[src/rtl/alu_sched_pkg.sv]
// Shared definitions for the round-robin ALU scheduler and the ALU it feeds.
// Contents: FSM state encoding, default datapath widths, ALU opcode constants.
package alu_sched_pkg;

  localparam int unsigned NB_DATA_DEF = 8;
  localparam int unsigned NB_OP_DEF   = 6;
  localparam int unsigned NB_RES_DEF  = 8;

  typedef enum logic [1:0] {
    IDLE = 2'd0,
    EXEC = 2'd1,
    RESP = 2'd2
  } state_e;

  // Opcodes understood by the downstream ALU
  localparam logic [NB_OP_DEF-1:0] OP_ADD = 6'b100000;
  localparam logic [NB_OP_DEF-1:0] OP_SUB = 6'b100010;
  localparam logic [NB_OP_DEF-1:0] OP_AND = 6'b100100;
  localparam logic [NB_OP_DEF-1:0] OP_OR  = 6'b100101;
  localparam logic [NB_OP_DEF-1:0] OP_XOR = 6'b100110;
  localparam logic [NB_OP_DEF-1:0] OP_NOR = 6'b100111;
  localparam logic [NB_OP_DEF-1:0] OP_SRA = 6'b000011;
  localparam logic [NB_OP_DEF-1:0] OP_SRL = 6'b000010;

endpackage

[src/rtl/rr_arbiter.sv]
// Combinational arbiter: picks one requester from req_i.
// Default: round-robin search starting at ptr_i, wrapping N_REQ-1 -> 0.
// With ALU_RR_SCHED_FIXED_PRIO_EN defined: lowest index wins, ptr_i ignored.
// Ports:
//   req_i  - request vector
//   ptr_i  - index of the highest-priority requester
//   gnt_o  - one-hot grant (all zero when nothing requests)
//   idx_o  - index of the granted requester
//   any_o  - a grant is being made
module rr_arbiter
  import alu_sched_pkg::*;
#(
  parameter  int unsigned N_REQ = 4,
  localparam int unsigned NB_ID = $clog2(N_REQ)
) (
  input  logic [N_REQ-1:0] req_i,
  input  logic [NB_ID-1:0] ptr_i,
  output logic [N_REQ-1:0] gnt_o,
  output logic [NB_ID-1:0] idx_o,
  output logic             any_o
);

`ifdef ALU_RR_SCHED_FIXED_PRIO_EN

  logic unused_ptr;
  assign unused_ptr = ^ptr_i;

  // Lowest set bit wins
  always_comb begin
    gnt_o = '0;
    idx_o = '0;
    any_o = 1'b0;
    for (int unsigned i = 0; i < N_REQ; i++) begin
      if (!any_o && req_i[NB_ID'(i)]) begin
        any_o              = 1'b1;
        gnt_o[NB_ID'(i)]   = 1'b1;
        idx_o              = NB_ID'(i);
      end
    end
  end

`else

  localparam int unsigned NB_W = NB_ID + 1;

  logic [NB_W-1:0]  sum;
  logic [NB_ID-1:0] cand;

  // Walk ptr_i, ptr_i+1, ... modulo N_REQ; first requester found wins
  always_comb begin
    gnt_o = '0;
    idx_o = '0;
    any_o = 1'b0;
    sum   = '0;
    cand  = '0;
    for (int unsigned i = 0; i < N_REQ; i++) begin
      sum = {1'b0, ptr_i} + NB_W'(i);
      if (sum >= NB_W'(N_REQ)) begin
        sum = sum - NB_W'(N_REQ);
      end
      cand = sum[NB_ID-1:0];
      if (!any_o && req_i[cand]) begin
        any_o       = 1'b1;
        gnt_o[cand] = 1'b1;
        idx_o       = cand;
      end
    end
  end

`endif

endmodule

[src/rtl/alu_rr_sched.sv]
// Shares one combinational ALU among N_REQ requesters.
// IDLE grants one request and registers its operands towards the ALU, EXEC
// samples the ALU result, RESP presents it tagged with the requester index
// until the consumer accepts it.
// Config macro: ALU_RR_SCHED_FIXED_PRIO_EN selects fixed (lowest index)
// priority and removes the round-robin pointer.
// Ports:
//   i_clk, i_rst                 - clock, async active-low reset
//   i_req_valid / o_req_ready    - per-requester handshake (ready is a one-hot pulse)
//   i_req_data_a/b, i_req_op     - packed per-requester operands and opcode
//   o_alu_data_a/b, o_alu_op     - registered ALU inputs
//   i_alu_result                 - ALU output
//   o_rsp_valid/id/result        - response channel, i_rsp_ready accepts
module alu_rr_sched
  import alu_sched_pkg::*;
#(
  parameter  int unsigned N_REQ   = 4,
  parameter  int unsigned NB_DATA = alu_sched_pkg::NB_DATA_DEF,
  parameter  int unsigned NB_OP   = alu_sched_pkg::NB_OP_DEF,
  parameter  int unsigned NB_RES  = alu_sched_pkg::NB_RES_DEF,
  localparam int unsigned NB_ID   = $clog2(N_REQ)
) (
  input  logic                     i_clk,
  input  logic                     i_rst,
  input  logic [N_REQ-1:0]         i_req_valid,
  input  logic [N_REQ*NB_DATA-1:0] i_req_data_a,
  input  logic [N_REQ*NB_DATA-1:0] i_req_data_b,
  input  logic [N_REQ*NB_OP-1:0]   i_req_op,
  output logic [N_REQ-1:0]         o_req_ready,
  output logic [NB_DATA-1:0]       o_alu_data_a,
  output logic [NB_DATA-1:0]       o_alu_data_b,
  output logic [NB_OP-1:0]         o_alu_op,
  input  logic [NB_RES-1:0]        i_alu_result,
  output logic                     o_rsp_valid,
  output logic [NB_ID-1:0]         o_rsp_id,
  output logic [NB_RES-1:0]        o_rsp_result,
  input  logic                     i_rsp_ready
);

  state_e             state_q, state_d;
  logic [NB_DATA-1:0] alu_a_q, alu_a_d;
  logic [NB_DATA-1:0] alu_b_q, alu_b_d;
  logic [NB_OP-1:0]   alu_op_q, alu_op_d;
  logic [NB_ID-1:0]   rsp_id_q, rsp_id_d;
  logic [NB_RES-1:0]  rsp_res_q, rsp_res_d;
  logic               rsp_valid_q, rsp_valid_d;

  logic [NB_ID-1:0]   arb_ptr;
  logic [N_REQ-1:0]   win_gnt;
  logic [NB_ID-1:0]   win_idx;
  logic               win_any;

  // Unpack the flat request buses
  logic [NB_DATA-1:0] req_a  [N_REQ];
  logic [NB_DATA-1:0] req_b  [N_REQ];
  logic [NB_OP-1:0]   req_op [N_REQ];

  for (genvar k = 0; k < N_REQ; k++) begin : g_unpack
    assign req_a[k]  = i_req_data_a[k*NB_DATA +: NB_DATA];
    assign req_b[k]  = i_req_data_b[k*NB_DATA +: NB_DATA];
    assign req_op[k] = i_req_op[k*NB_OP +: NB_OP];
  end

`ifdef ALU_RR_SCHED_FIXED_PRIO_EN
  assign arb_ptr = '0;
`else
  logic [NB_ID-1:0] ptr_q, ptr_d;
  assign arb_ptr = ptr_q;
`endif

  rr_arbiter #(
    .N_REQ (N_REQ)
  ) u_arb (
    .req_i (i_req_valid),
    .ptr_i (arb_ptr),
    .gnt_o (win_gnt),
    .idx_o (win_idx),
    .any_o (win_any)
  );

  // Accept pulse in the grant cycle only; held off while reset is asserted
  assign o_req_ready = (state_q == IDLE && i_rst) ? win_gnt : '0;

  // Next-state and datapath register update
  always_comb begin
    state_d     = state_q;
    alu_a_d     = alu_a_q;
    alu_b_d     = alu_b_q;
    alu_op_d    = alu_op_q;
    rsp_id_d    = rsp_id_q;
    rsp_res_d   = rsp_res_q;
    rsp_valid_d = rsp_valid_q;
`ifndef ALU_RR_SCHED_FIXED_PRIO_EN
    ptr_d       = ptr_q;
`endif
    case (state_q)
      IDLE: begin
        if (win_any) begin
          alu_a_d  = req_a[win_idx];
          alu_b_d  = req_b[win_idx];
          alu_op_d = req_op[win_idx];
          rsp_id_d = win_idx;
          state_d  = EXEC;
`ifndef ALU_RR_SCHED_FIXED_PRIO_EN
          ptr_d    = (win_idx == NB_ID'(N_REQ - 1)) ? '0 : win_idx + 1'b1;
`endif
        end
      end
      EXEC: begin
        rsp_res_d   = i_alu_result;
        rsp_valid_d = 1'b1;
        state_d     = RESP;
      end
      RESP: begin
        if (i_rsp_ready) begin
          rsp_valid_d = 1'b0;
          state_d     = IDLE;
        end
      end
      default: begin
        rsp_valid_d = 1'b0;
        state_d     = IDLE;
      end
    endcase
  end

  always_ff @(posedge i_clk or negedge i_rst) begin
    if (!i_rst) begin
      state_q     <= IDLE;
      alu_a_q     <= '0;
      alu_b_q     <= '0;
      alu_op_q    <= '0;
      rsp_id_q    <= '0;
      rsp_res_q   <= '0;
      rsp_valid_q <= 1'b0;
`ifndef ALU_RR_SCHED_FIXED_PRIO_EN
      ptr_q       <= '0;
`endif
    end else begin
      state_q     <= state_d;
      alu_a_q     <= alu_a_d;
      alu_b_q     <= alu_b_d;
      alu_op_q    <= alu_op_d;
      rsp_id_q    <= rsp_id_d;
      rsp_res_q   <= rsp_res_d;
      rsp_valid_q <= rsp_valid_d;
`ifndef ALU_RR_SCHED_FIXED_PRIO_EN
      ptr_q       <= ptr_d;
`endif
    end
  end

  assign o_alu_data_a = alu_a_q;
  assign o_alu_data_b = alu_b_q;
  assign o_alu_op     = alu_op_q;
  assign o_rsp_valid  = rsp_valid_q;
  assign o_rsp_id     = rsp_id_q;
  assign o_rsp_result = rsp_res_q;

endmodule

[config.mk]
export PLATFORM = sky130hd
export DESIGN_NAME = alu_rr_sched
export DESIGN_NICKNAME = d
export VERILOG_FILES = /design/src/rtl/alu_sched_pkg.sv /design/src/rtl/rr_arbiter.sv /design/src/rtl/alu_rr_sched.sv
export SDC_FILE = /design/constraint.sdc
export NUM_CORES = 1
export LEC_CHECK = 0
export CAP_MARGIN = 30
export CORE_MARGIN = 4
export CORE_UTILIZATION = 42
export CTS_CLUSTER_SIZE = 25
export DETAILED_ROUTE_END_ITERATION = 12
export PLACE_DENSITY = 0.85
export SLEW_MARGIN = 20
export SYNTH_ARGS = -nofsm -noshare
export SYNTH_HDL_FRONTEND = slang
export SYNTH_SLANG_ARGS = --single-unit
[constraint.sdc]
create_clock -name i_clk -period 3.73 [get_ports i_clk]
set_clock_uncertainty 0.1 [all_clocks]
set_input_delay 0.746 -clock i_clk [delete_from_list [all_inputs] [get_ports i_clk]]
set_output_delay 0.746 -clock i_clk [all_outputs]
set_load 0.03 [all_outputs]
==> results.yml <==
placement:
  place_congestion: 0.927
  place_inst: 538
  dpl_cell_area_mm2: 0.00447
  dpl.hpwl_um: 7360
  post-place-ws_ns: 0.0193
  port_buffers: 139
timing:
  slew_headroom: 0.497
  tns_ns: 0
  layout_min_cycle_time_ns: 3.63
  max_freq_mhz: 276
  drv_slew: 0
  final-setup-viol-count: 0
  hold_slack_ns: 0.379
  fin_ws_ns: 0.104
  tightest_slew_ns: 0.753
  finalHoldViolations: 0
  finalCritPeriodShare: 0.972
worst_setup_path:
  r2r_end: "o_alu_data_a[4]"
  arrival_ns: 2.78
  reg2reg_slack_ns: 0.84
  cp_cell_sequence: "clkdlybuf4s50_1, mux4_2, buf_4, a22oi_1, nor2_1, a221oi_1, nor2_1, buf_4"
  worstPathRequired_ns: 2.88
  crit_path_max_incr_delay_ns: 0.59
  worst_setup_path_start_kind: "input port"
  cp-end-kind: "output port"
  critPathSlowestCell: "mux4_2"
  reg2regPathDepth: 9
  cp_max_fo: 7
  reg2reg_from: "arb_ptr[0]"
  criticalPathCategory: "input port to output port"
  crit_family: "buffers and inverters"
  worst-path-buf-inv: 3
floorplan:
  core_area_mm2: 0.00683
  initial_core_util: 0.434
  die_area_mm2: 0.00847
  chipWidth_um: 92.0
  rows: 30
  num_io_pins: 140
  die_h_um: 92.0
global_route:
  grt_pass1_wl_um: 15400
  grt_max_degree: 38
  grt_pass1_vias: 3127
  grt_use_total: 0.221
  antenna_found_initial: 0
  grt_overflow_total: 0
power:
  powerDensity_mw_per_mm2: 894
  peakVddDrop_mv: 0.346
  cellLeakagePower_nw: 1.84
worst_hold_path:
  min-delay-start: "o_rsp_valid"
  min_to: "o_rsp_valid"
  holdPathStages: 1
  hp-class: "flop to flop"
run:
  cap_viol_max_count: 0
logic_synthesis:
  ys.warnings.count: 0
  synth-seq-cells: 37
  yosysTopAreaCellShare: 0.312
  yosys-top-cells-area: "dfrtp_1, mux2i_1, a211oi_1, nor2_1, a221oi_1"
  synthDistinctLibCells: 49
  synth-edff-count: 0
  yosys.area.top_type: "dfrtp_1"
  postSynthAreaPerCell_um2: 9.41
  synthCells: 315
  syn_area_mm2: 0.00296
  syn_nets: 425
  synthArstFlopShare: 1.00
  yosysSeqAreaShare: 0.312
  synth_ff_type: "dfrtp_1"
clock_network:
  root_buffer: "clkbuf_8"
  cts_tree: "yes"
  cts.sinks: 37
  cts.reportedPaths.clkPinSlew_ns: 0.07
  cts_made_buffers: 5
  clockBufferDepth: 2
  insertion_delay_ns: 0.28
  cts_max_level: 2
  cts.hold.buffers_added: 0
route:
  drt_pass1_iterations: 4
  totalWireLength_um: 9440
  wl_per_cell_um: 17.2
  ant_nets: 0
  drtIter0Drc: 168
  via_count: 3159
  drc: 0
  via_per_inst: 5.76
finish:
  n_fill_cell: 563
  area_growth_pct: 54.7
  drive_gt1_frac: 0.133
  n_antenna_cell: 0
  nets: 561
  layout.cells.non_filler: 548
  final_area_mm2: 0.00459
outcome:
  status: "complete, no violations"
==> worst max path at each step <==
| stage | start | to | slack (ns) | cells past startpoint |
|---|---|---|---|---|
| floorplan | arb_ptr[0] | o_req_ready[0] | 0.52 | 9 |
| finish | i_req_valid[0] | o_req_ready[3] | 0.10 | 8 |
| global placement | i_req_valid[2] | o_alu_data_b[3] | 0.19 | 8 |
| detailed placement | i_req_valid[2] | o_alu_data_a[0] | 0.02 | 8 |
| CTS | i_req_valid[2] | o_req_ready[1] | 0.07 | 8 |
| global route | i_req_valid[0] | o_req_ready[3] | -0.005 | 8 |
==> worst reg2reg max path, stage by stage (launching register included) <==
cell and delay, ns:
dfrtp_1 0.37, buf_4 0.26, mux4_2 0.64, nor2b_4 0.19
buf_4 0.15, o31ai_4 0.05, and2_2 0.21, buf_12 0.17
a2111oi_0 0.50, a211oi_1 0.11
==> Yosys cell counts (3+ instances only) <==
cell and count:
nor2b_1 4, mux2_2 10, a2111oi_0 10, nor4_1 11
nor2_1 40, buf_2 6, mux4_2 4, nand2_1 6
buf_6 3, dfrtp_1 37, o21ai_1 3, a22o_1 11
clkbuf_1 19, a21oi_1 18, a21boi_0 6, mux2i_1 24
ha_1 7, a221oi_1 15, a21boi_1 5, and3b_1 3
nor3_1 4, a211oi_1 21, a22oi_1 15, inv_1 3
==> metal layers <==
layer	routed length, µm	vias to the layer above	GRT usage	share of wire
li1	-	1510	-	-
met1	3770	1473	0.280	0.40
met2	4670	156	0.369	0.49
met3	796	20	0.0550	0.084
met4	208	0	0.0718	0.022
met5	0	-	0	0
==> cells by family after synthesis <==
family                   share of synthesized area
multiplexers                                 0.149
AND/OR/NAND/NOR                              0.127
adder cells (fa/ha/maj)                     0.0295
XOR/XNOR                                   0.00296
flip-flops                                   0.312
AO/OA/AOI/OAI                                0.309
buffers and inverters                       0.0692
==> through the flow <==
| stage | power (mW) | util |
|---|---|---|
| floorplan | 2.89 | - |
| CTS | 4.08 | 0.668 |
| global route | 4.40 | 0.671 |
| detailed placement | 3.78 | 0.654 |
| finish | 4.10 | 0.671 |
| global placement | 3.69 | 0.654 |
==> flip-flops by register name, summed over array words and instances (netlist names) <==
register and cells:
o_alu_data_b 8, o_alu_op 6, state_q 2, o_rsp_valid 1, o_rsp_result 8, o_alu_data_a 8, arb_ptr 2, o_rsp_id 2
==> what timing repair did <==
| item | CTS | global route |
|---|---|---|
| gates resized for setup | 0 | 2 |
| setup endpoints to repair | 0 | 2 |
| buffers inserted | 0 | 2 |
| endpoints found under the hold margin | 0 | 0 |
==> layout make-up <==
| cell class | count | area (µm²) | share of cell area |
|---|---|---|---|
| Timing Repair Buffer | 162 | 1590 | 0.346 |
| Multi-Input combinational cell | 241 | 1840 | 0.401 |
| Inverter | 4 | 15.0 | 0.00327 |
| Clock inverter | 2 | 13.8 | 0.00300 |
| Clock buffer | 6 | 82.6 | 0.0180 |
| Sequential cell | 37 | 926 | 0.202 |
| Tap cell | 96 | 120 | 0.0262 |
==> report_power, final <==
part           internal (mW)  leakage (nW)  switching (mW)
Combinational           1.36          1.37            1.73
Clock                  0.150        0.0512           0.144
Sequential             0.615         0.419           0.106
==> cells in the final DEF, fill, tap and decap left out, types with 15 or more instances in the layout <==
master and count:
a211oi_1 21, a21oi_1 18, a221oi_1 15, a22oi_1 15, buf_4 24, clkdlybuf4s50_1 133, dfrtp_1 37, mux2i_1 24
nor2_1 40
(Power assumes the default switching activity.)
==> patch, RTL diff (same flow settings) <==
The package constant `NB_RES_DEF` goes from 8 to 9.
--- a/src/rtl/alu_sched_pkg.sv
+++ b/src/rtl/alu_sched_pkg.sv
@@ -4,7 +4,7 @@
 
   localparam int unsigned NB_DATA_DEF = 8;
   localparam int unsigned NB_OP_DEF   = 6;
-  localparam int unsigned NB_RES_DEF  = 8;
+  localparam int unsigned NB_RES_DEF  = 9;
 
   typedef enum logic [1:0] {
     IDLE = 2'd0,
Interface: changed (resized i_alu_result and o_rsp_result); port bits go from 140 to 142. No check against the original RTL was run, so the function may have changed too.
==> patch against the unedited design <==
First-iteration DRC count down 57%. Worst hold slack worse by 0.00079 ns. Combinational power decreased by 6%. Non-clock buffer count decreased by 8. Routed wire length fell by 20%. Power down 4.6%. Critical path depth down 1. Clock power fell by 9.6%. Cell area down 10%. Worst setup slack improved by 0.044 ns. Sequential cell count grew 1. Cell count shrank 20%. Area after synthesis down 13%.
==> patch: results (changes against the unedited design) <==
sta:
  worst_pin_slew_ns: 0.832  # +0.0794 ns
critical_path:
  max_stage_delay_ns: 0.52  # -0.07 ns
  crit_family: "simple AND/OR/NAND/NOR gates"
  crit_slowest_cell: "mux4_2"
  crit_path_start: "i_req_valid[2]"
  cp_data_arrival_time_ns: 2.74  # -0.04 ns
  worstPathMaxFanout: 7  # unchanged
grt:
  grt_pass1_wl_um: 11900  # -22%
  grt_pass1_vias: 2505  # -20%
  met3_usage: 0.0759  # +0.0209
  grt_usage: 0.202  # -0.0188
  grtUsageMet1: 0.223  # -0.0572
  grt_use_met2: 0.368  # -0.00132
  antenna_found_initial: 1  # +1
  grt_max_degree: 39  # +2.6%
layout:
  layout-drive-gt1-share: 0.170  # +0.0371
  fill_cells: 441  # -22%
  insertedDiodeCount: 0  # unchanged
  nNetsFinal: 476  # -15%
power:
  irDropWorstVdd_mv: 0.658  # +90%
  p_leak_uw: 0.00174  # -5.7%
synthesis:
  synth_flop_cell: "dfrtp_1"
  synth_mux_area_frac: 0.260  # +0.110
  yosysSeqAreaShare: 0.371  # +0.0582
  synth.distinct_cells: 32  # -35%
  synth-xor-area-share: 0.0102  # +0.00728
  async_flop_share: 1.00  # unchanged
  synth_commonest_cells: "mux2i_1 (46), dfrtp_1 (38), nand2_1 (29)"
  synth-compound-area-share: 0.175  # -0.134
  ys_top_cells_by_area: "dfrtp_1 (37%), mux2i_1 (18%), o221ai_2 (11%)"
  syn_nets: 332  # -22%
  synthAdderAreaFrac: 0.0341  # +0.00458
run_status:
  outcome: "complete, no violations"
placement:
  gp_congestion: 0.801  # -14%
  hpwl_um: 6010  # -18%
  portBuffers: 141  # +1.4%
  placed_area_um2: 4040  # -9.5%
detailed_routing:
  drtIter0Drc: 73  # -57%
  routed_via_density: 5.31  # -7.9%
  wl_um: 7530  # -20%
  firstDrtPassIters: 4  # unchanged
clock_tree:
  cts_root_buf: "clkbuf_8"
  cts_setup_buffers: 0  # unchanged
worst_hold_path:
  min_from: "o_rsp_id[1]$_DFFE_PN0P_"
==> patch: through the flow <==
stage,utilization,setup WS [ns],std cells,hold WS (ns)
floorplan,-,0.399,221,0.350
global placement,0.683,0.174,433,0.359
detailed placement,0.683,0.0534,433,0.363
CTS,0.696,0.0538,440,0.380
global route,0.697,0.0437,440,0.408
finish,0.697,0.148,440,0.378
==> patch: area by class of cell <==
| class | instances | area (µm²) | share of cell area |
|---|---|---|---|
| clock buffer | 7 | 76.3 | 0.0185 |
| inverter | 4 | 15.0 | 0.00364 |
| multi-input combinational | 162 | 1480 | 0.358 |
| sequential | 38 | 951 | 0.230 |
| tap | 75 | 93.8 | 0.0227 |
| timing repair buffer | 154 | 1510 | 0.366 |
==> patch: worst min-delay path: stages (launching register included) <==
cell	delay, ns
dfrtp_1	0.34
nand2_1	0.05
nand2_1	0.05
==> patch: final timing paths <==
kind	end	slack (ns)	cells after the start
worst max-delay path	o_req_ready[2]	0.15	7
worst min-delay path	o_rsp_id[1]$_DFFE_PN0P_	0.38	2
worst max register to register	o_alu_data_a[1]$_DFFE_PN0P_	0.82	9
worst min register to register	o_rsp_id[1]$_DFFE_PN0P_	0.38	2
max in group asynchronous	o_alu_data_a[5]$_DFFE_PN0P_	2.75	2
min in group asynchronous	state_q[0]$_DFFE_PN0P_	0.43	2
==> patch: layer usage <==
layer,wire (µm),share of wire,up-vias
met4,53,0.0070,2
met1,2830,0.38,1108
met5,8,0.0011,-
li1,-,-,1112
met3,820,0.11,9
met2,3810,0.51,106
==> patch: power breakdown <==
part           switching, µW  leakage, µW  internal [µW]  total [µW]
clock network            136    0.0000383            129         265
registers                108     0.000461            634         743
logic                   1580      0.00124           1320        2900
total                   1830      0.00174           2080        3910
